$ cat src/rtl/lift_ctrl_n.sv
// lift_ctrl_n: collective-order (SCAN) freight lift controller with a timed,
// obstruction-aware door dwell and an emergency return to the ground floor.
module lift_ctrl_n #(
    parameter int FLOORS      = 5,
    parameter int DOOR_CYCLES = 50,
    parameter int IDX_W       = 4
) (
    input  logic              clk,
    input  logic              reset,
    input  logic [FLOORS-1:0] call,
    input  logic [FLOORS-1:0] fc,
    input  logic              emergencia,
    input  logic              puerta,
    output logic [1:0]        motor,
    output logic [IDX_W-1:0]  floor_idx,
    output logic [FLOORS-1:0] pending,
    output logic              door_open,
    output logic              led_emergencia,
    output logic              led_puerta,
    output logic              busy
);
    localparam int TW = $clog2(DOOR_CYCLES);
    localparam logic [TW-1:0] T_LOAD = TW'(DOOR_CYCLES - 1);
    localparam logic [IDX_W-1:0] TOP = IDX_W'(FLOORS - 1);

    typedef enum logic [2:0] {IDLE, MOVE_UP, MOVE_DOWN, DOOR, EMERG_DOWN, EMERG_HOLD} state_t;

    state_t            state_q, state_d;
    logic [IDX_W-1:0]  floor_q, floor_d;
    logic [FLOORS-1:0] pend_q, pend_d;
    logic [FLOORS-1:0] cur_m, up_m, dn_m, above_m, below_m;
    logic              dir_q, dir_d, led_puerta_q;
    logic [TW-1:0]     timer_q, timer_d;

    always_ff @(posedge clk or negedge reset) begin
        if (!reset) begin
            state_q      <= IDLE;
            floor_q      <= '0;
            pend_q       <= '0;
            dir_q        <= 1'b1;
            timer_q      <= '0;
            led_puerta_q <= 1'b0;
        end else begin
            state_q      <= state_d;
            floor_q      <= floor_d;
            pend_q       <= pend_d;
            dir_q        <= dir_d;
            timer_q      <= timer_d;
            led_puerta_q <= puerta;
        end
    end

    always_comb begin
        cur_m   = FLOORS'(1) << floor_q;
        up_m    = cur_m << 1;
        dn_m    = cur_m >> 1;
        below_m = cur_m - FLOORS'(1);
        above_m = ~(below_m | cur_m);
        state_d = state_q;
        floor_d = floor_q;
        pend_d  = pend_q;
        dir_d   = dir_q;
        timer_d = (timer_q != '0) ? timer_q - TW'(1) : '0;
        if (state_q == EMERG_HOLD) begin
            if (!emergencia) begin
                state_d = DOOR;
                timer_d = T_LOAD;
            end
        end else if (state_q == EMERG_DOWN) begin
            if (!puerta && (|(fc & dn_m))) floor_d = floor_q - IDX_W'(1);
            if (floor_d == '0 && fc[0]) state_d = EMERG_HOLD;
        end else if (emergencia) begin
            pend_d  = '0;
            state_d = (floor_q == '0 && fc[0]) ? EMERG_HOLD : EMERG_DOWN;
        end else begin
            pend_d = pend_q | call;
            case (state_q)
                IDLE: begin
                    // A request for the floor we stand on just opens the door
                    if (|(pend_d & cur_m)) begin
                        pend_d  = pend_d & ~cur_m;
                        state_d = DOOR;
                        timer_d = T_LOAD;
                    end else if (!puerta && (|(pend_q & above_m)) && (dir_q || !(|(pend_q & below_m)))) begin
                        state_d = MOVE_UP;
                        dir_d   = 1'b1;
                    end else if (!puerta && (|(pend_q & below_m))) begin
                        state_d = MOVE_DOWN;
                        dir_d   = 1'b0;
                    end
                end
                MOVE_UP: begin
                    if (!puerta && (|(fc & up_m))) begin
                        floor_d = floor_q + IDX_W'(1);
                        if ((|(pend_d & up_m)) || floor_d == TOP) begin
                            pend_d  = pend_d & ~up_m;
                            state_d = DOOR;
                            timer_d = T_LOAD;
                        end
                    end else if (floor_q == TOP) begin
                        state_d = DOOR;
                        timer_d = T_LOAD;
                    end
                end
                MOVE_DOWN: begin
                    if (!puerta && (|(fc & dn_m))) begin
                        floor_d = floor_q - IDX_W'(1);
                        if ((|(pend_d & dn_m)) || floor_d == '0) begin
                            pend_d  = pend_d & ~dn_m;
                            state_d = DOOR;
                            timer_d = T_LOAD;
                        end
                    end else if (floor_q == '0) begin
                        state_d = DOOR;
                        timer_d = T_LOAD;
                    end
                end
                default: begin
                    pend_d = pend_d & ~cur_m;
                    if (puerta || (|(call & cur_m))) timer_d = T_LOAD;
                    else if (timer_q == '0) state_d = IDLE;
                end
            endcase
        end
    end

    assign motor = puerta ? 2'b00 :
                   (state_q == MOVE_UP) ? 2'b01 :
                   (state_q == MOVE_DOWN || state_q == EMERG_DOWN) ? 2'b10 : 2'b00;
    assign floor_idx      = floor_q;
    assign pending        = pend_q;
    assign door_open      = (state_q == DOOR);
    assign led_emergencia = (state_q == EMERG_DOWN || state_q == EMERG_HOLD);
    assign led_puerta     = led_puerta_q;
    assign busy           = (state_q != IDLE);
endmodule

$ cat config.mk
export PLATFORM = sky130hd
export DESIGN_NAME = lift_ctrl_n
export DESIGN_NICKNAME = d
export VERILOG_FILES = /design/src/rtl/lift_ctrl_n.sv
export SDC_FILE = /design/constraint.sdc
export NUM_CORES = 1
export LEC_CHECK = 0
export ABC_AREA = 0
export CORE_MARGIN = 1.5
export CORE_UTILIZATION = 40
export CTS_CLUSTER_DIAMETER = 60
export DETAILED_ROUTE_END_ITERATION = 12
export GPL_ROUTABILITY_DRIVEN = 0
export HOLD_SLACK_MARGIN = 0.1
export PLACE_DENSITY = 0.65
export SYNTH_ARGS = -nofsm -noshare
export SYNTH_HDL_FRONTEND = slang
export SYNTH_SLANG_ARGS = --single-unit
$ cat constraint.sdc
create_clock -name clk -period 3.36 [get_ports clk]
set_input_delay 0.672 -clock clk [delete_from_list [all_inputs] [get_ports clk]]
set_output_delay 0.672 -clock clk [all_outputs]
set_load 0.02 [all_outputs]
==> flow_summary.yaml, run 1 <==
final_layout:
  fin_area_mm2: 0.00261
  final_cell_mix: "nor2_1, nand2_1, clkdlybuf4s50_1"
  syn_to_final_growth_pct: 19.8
  num-fill-cells: 498
  nNetsFinal: 348
  register_area_um2: 503
  final_util_pct: 50.4
  final_layout_size_suffix_gt1_share_pct: 10.7
  antenna_cells: 0
  multiInputGateArea_mm2: 0.00152
  final_common_cell: "nor2_1"
worst_setup_path:
  worstSetupPathType: "reg2reg"
  path_max_fanout: 16
  end_kind: "register"
  cp-start-kind: "register"
  cp_data_required_time_ps: 3500
  cp.arrival_ps: 3160
grt:
  grt_pass1_vias: 2241
  grt-ovfl-total: 0
  track_usage_pct: 22.9
  grt_pass1_wl_um: 11000
  grt_max_degree: 21
  antenna_found_initial: 0
detailed_routing:
  wl_per_cell_um: 16.8
  drtAntennaViolNets: 0
  drt_iter0_markers: 197
  dr_total_vias: 2373
  drc: 0
  via_per_inst: 6.12
  firstDrtPassIters: 6
  wirelength_um: 6510
sta:
  period_minus_slack_ps: 3020
  clock_skew_ps: 8.58
  finalSetupTns_ps: 0
  finalSetupViolCount: 0
  timing.slew.headroom_pct: 35.1
  rsz0062_at_grt: "false"
  slew_viol_final: 0
  fin_crit_sh_pct: 89.9
  worst_slack_ps: 338
  max_freq_mhz: 331
  max_slew.worst_pin.slew_ps: 970
  final_hold_viol_count: 0
floorplanning:
  start_util_pct: 42.1
  core_mm2: 0.00517
  die_y_um: 76.8
  core.rowCount: 26
  io_pins: 29
  fp.dieArea_mm2: 0.00589
  die_w_um: 76.8
clocking:
  hold_buffers: 0
  cts.sinks: 20
  root_buffer: "clkbuf_8"
  post_cts_buffers: 0
  cts_made_buffers: 3
  insertion_delay_ps: 270
  ctsHtreeMaxLevel: 1
  cts_tree: "yes"
  clockBufferDepth: 2
  cts-resized-gates: 0
  path_clk_slew_ps: 80
synth:
  ys.flop_type: "dfrtp_1"
  syn-num-nets: 315
  seq_area_frac_synth_pct: 23.1
  ys_types: 65
  netlist.area_leader.share_pct: 21.9
  synth_cells: 286
  ys_async_sr_fraction_pct: 100
  synth_area_leaders: "dfrtp_1, ha_1, nor2_1, nand2_1, a21oi_1"
  syn_area_mm2: 0.00218
  synth_top_cell_by_area: "dfrtp_1"
  avgSynthCellArea_um2: 7.61
  yosys_register_bits: 20
  synth_edf_count: 0
  yosysWarningCount: 0
place:
  dp_hpwl_um: 4910
  place_ws_ps: 282
  port-buffer-count: 28
  dpl-instance-area_mm2: 0.00256
outcome:
  status: "finished clean"
power:
  power_density_mw_per_mm2: 872
  p_leak_nw: 1.10
  ir_worst_vdd_v: 0.000349
  total_power_mw: 2.27
worst_hold_path:
  hold_path.class: "reg2reg"
run:
  cap_violations: 0
==> layout make-up <==
type                            instances  area share (%)
Clock buffer                            4            1.73
Inverter                               22            3.26
Multi-Input combinational cell        233            58.4
Sequential cell                        20            19.3
Tap cell                               70            3.36
Timing Repair Buffer                   39            13.9
==> path summary, 6_finish.rpt <==
| kind | startpoint | to | slack [ps] | cells after the start |
|---|---|---|---|---|
| min in group asynchronous | reset | timer_q[3] | 940 | 1 |
| min | dir_q | dir_q | 530 | 1 |
| max reg2reg | floor_idx[2] | state_q[2] | 340 | 11 |
| max | floor_idx[2] | state_q[2] | 340 | 11 |
| min reg2reg | dir_q | dir_q | 530 | 1 |
| max in group asynchronous | reset | floor_idx[2] | 1760 | 1 |
==> critical path: stages, from the launching register on <==
cell       delay (ps)
dfrtp_2           520
inv_1             170
ha_1              220
nor2b_2           210
clkinv_1          240
ha_1              360
nand2_1            60
o2111ai_1         180
o31ai_1           140
a211o_1           360
o311ai_0          330
nand2_1           110
==> stage by stage <==
stage / hold WS [ps] / std cells
6_report: 526 / 388
5_1_grt: 538 / 388
4_1_cts: 527 / 388
3_5_place_dp: 508 / 384
3_3_place_gp: 502 / 384
2_1_floorplan: 376 / 286
==> where the power goes <==
| group | switching, mW | leakage (nW) | internal [mW] | total (mW) |
|---|---|---|---|---|
| sequential | 0.160 | 0.233 | 0.347 | 0.507 |
| combinational | 0.919 | 0.846 | 0.674 | 1.59 |
| clock | 0.0896 | 0.0228 | 0.0847 | 0.174 |
==> synth_stat cells, types with 3 or more instances <==
cell and n:
nand2_1 30, ha_1 15, mux2i_1 5, o21a_1 3, xor2_1 3, nand4_1 4, a21o_1 3, a31o_2 5
clkbuf_1 7, nand2b_1 6, o22ai_1 5, o21ai_0 15, a21oi_1 22, or3b_1 3, dfrtp_1 19, nand3_1 4
a31oi_1 4, nor3_1 11, buf_6 3, nor2_1 32, nor4_1 3, a22oi_1 5, o31ai_1 3, a2bb2oi_1 5
and2_1 3, inv_1 19
==> flip-flops by register name, summed over array words and instances (netlist names) <==
name and count:
timer_q 6, pending 5, floor_idx 4, state_q 3
dir_q 1, led_puerta 1
==> cell families (layout without fill, tap and decap cells) <==
| kind of cell | count (synthesis) | count (layout) | share of synthesized area, % |
|---|---|---|---|
| and+or+nand+nor | 109 | 109 | 24.4 |
| adders and majority gates | 15 | 15 | 8.63 |
| xor gates and xnor gates | 4 | 4 | 1.61 |
| DFF | 20 | 20 | 23.1 |
| muxes | 7 | 7 | 3.34 |
| AOI/OAI and AO/OA | 98 | 98 | 32.0 |
| buffers and inverters | 33 | 65 | 6.90 |
==> routing by layer <==
metal  track usage (%)  share of wire (%)  vias to the layer above  wire length, um
met4              8.33                1.3                        0               84
met2              35.2                 45                      111             2910
met5                 0                  0                        -                0
li1                  -                  -                     1124                -
met3              3.69                7.9                       10              515
met1              32.0                 46                     1128             3000
Note: power is estimated with default switching activity, not from simulation.
==> run 2, diff against run 1 <==
--- a/config.mk
+++ b/config.mk
@@ -13,6 +13,7 @@
 export GPL_ROUTABILITY_DRIVEN = 0
 export HOLD_SLACK_MARGIN = 0.1
 export PLACE_DENSITY = 0.65
+export SLEW_MARGIN = 10
 export SYNTH_ARGS = -nofsm -noshare
 export SYNTH_HDL_FRONTEND = slang
 export SYNTH_SLANG_ARGS = --single-unit
==> results of run 2 <==
Same layout as run 1: the final DEF is identical, and so are final timing and power.
==> run 3, diff against run 2 <==
--- a/config.mk
+++ b/config.mk
@@ -6,7 +6,7 @@
 export NUM_CORES = 1
 export LEC_CHECK = 0
 export ABC_AREA = 0
-export CORE_MARGIN = 1.5
+export CORE_MARGIN = 2
 export CORE_UTILIZATION = 40
 export CTS_CLUSTER_DIAMETER = 60
 export DETAILED_ROUTE_END_ITERATION = 12
==> flow_summary.yaml, run 3 (synthesis gave the netlist of run 1 again) <==
worst_setup_path:
  reg2reg_depth: 11
  reg2reg_from: "floor_idx[2]"
  cp-start-kind: "register"
  cp-startpoint: "floor_idx[2]"
  regToRegSetupSlack_ps: 290
  end_kind: "register"
  r2r_end: "state_q[1]"
  worstSetupPathType: "reg2reg"
  cp_data_required_time_ps: 3550
  endpoint: "state_q[1]"
  cp.arrival_ps: 3260
  path_max_fanout: 16
power:
  ir_worst_vdd_v: 0.000388
  p_leak_nw: 1.11
  power_density_mw_per_mm2: 885
worst_hold_path:
  hold_depth: 2
  hold_path.class: "reg2reg"
floorplanning:
  fp.dieArea_mm2: 0.00605
  die_y_um: 77.8
  start_util_pct: 42.1
  io_pins: 29
  core.rowCount: 26
  core_mm2: 0.00517
  die_w_um: 77.8
place:
  place_ws_ps: 263
  dp_hpwl_um: 5140
  port-buffer-count: 28
  dp_cells: 385
final_layout:
  final_cell_mix: "nor2_1, nand2_1, clkdlybuf4s50_1"
  largest_reg_flops: 6
  stdcell_count: 389
  final_layout_size_suffix_gt1_share_pct: 11.3
  regMostFlops: "timer_q"
  syn_to_final_growth_pct: 20.6
  antenna_cells: 0
  nNetsFinal: 349
  final_common_cell: "nor2_1"
sta:
  final_hold_viol_count: 0
  timing.slew.headroom_pct: 33.2
  max_freq_mhz: 326
  max_slew.worst_pin.slew_ps: 998
  finalSetupViolCount: 0
  slew_viol_final: 0
  fin_hold_ws_ps: 531
  fin_crit_sh_pct: 91.4
  rsz0062_at_grt: "false"
  finalSetupTns_ps: 0
  worst_slack_ps: 288
  clock_skew_ps: 7.50
  period_minus_slack_ps: 3070
detailed_routing:
  wirelength_um: 6820
  drc: 0
  via_per_inst: 6.18
  drtAntennaViolNets: 0
  dr_total_vias: 2403
  wl_per_cell_um: 17.5
  firstDrtPassIters: 5
  drt_iter0_markers: 208
grt:
  grt_pass1_wl_um: 11200
  antenna_found_initial: 0
  grt-ovfl-total: 0
  met1_usage_pct: 32.5
  track_usage_pct: 23.2
  grt_pass1_vias: 2250
  grt_max_degree: 21
  grt.busiest_layer: "met2"
  use_met3_pct: 4.07
  grt.met2_usage_pct: 35.7
run:
  cap_violations: 0
clocking:
  cts_made_buffers: 3
  insertion_delay_ps: 270
  path_clk_slew_ps: 90
  clockBufferDepth: 2
  cts_tree: "yes"
  root_buffer: "clkbuf_8"
  ctsHtreeMaxLevel: 1
  hold_buffers: 0
  cts.sinks: 20
outcome:
  status: "finished clean"
[run 3: cell types whose count changed in the layout (fill, tap and decap cells not counted), sizes merged]
cell | previous run | this run
buf | 11 | 12
[run 3: worst min-delay path by stage]
stage          start      endpoint
2_1_floorplan  reset  floor_idx[0]
3_3_place_gp   dir_q         dir_q
3_5_place_dp   dir_q         dir_q
4_1_cts        dir_q         dir_q
5_1_grt        dir_q         dir_q
6_report       dir_q         dir_q
[run 3: final cells by class]
cell class / instances / area (um^2)
flip-flops and latches: 20 / 503
well taps: 70 / 87.6
repair buffers: 40 / 370
multi-input cells: 233 / 1520
clock buffers: 4 / 55.1
fillers: 503 / 2550
inverters: 22 / 85.1
[run 3: through the flow]
stage / power (mW) / area, um^2 / utilization (%)
4_1_cts: 2.30 / 2620 / 50.7
3_5_place_dp: 2.09 / 2570 / 49.7
2_1_floorplan: 1.60 / 2180 / -
3_3_place_gp: 2.09 / 2570 / 49.7
6_report: 2.32 / 2630 / 50.7
5_1_grt: 2.52 / 2630 / 50.7
[run 3: worst max-delay path, stage by stage, from the launching register on]
cell	delay (ps)
dfrtp_2	530
inv_1	180
ha_1	210
nor2b_2	230
clkinv_1	260
ha_1	360
nand2_1	50
o2111ai_1	160
o31ai_1	130
a211o_1	360
nor3_1	300
mux2i_1	220
[run 3: report_power, final]
group,leakage [nW],total (mW),switching [mW],internal (mW)
clock network,0.0288,0.201,0.0959,0.105
registers,0.233,0.489,0.142,0.348
logic,0.850,1.63,0.954,0.680
total,1.11,2.32,1.19,1.13
[run 3: timing repair]
item / in CTS / in global routing
gates resized for setup: 0 / 1
buffers inserted: 0 / 0
setup endpoints to repair: 0 / 3
[run 3: metal layers]
metal / part of all wire, % / wire (um)
met2: 44 / 2990
met3: 7.8 / 529
met5: 0 / 0
met4: 2.0 / 137
met1: 46 / 3160
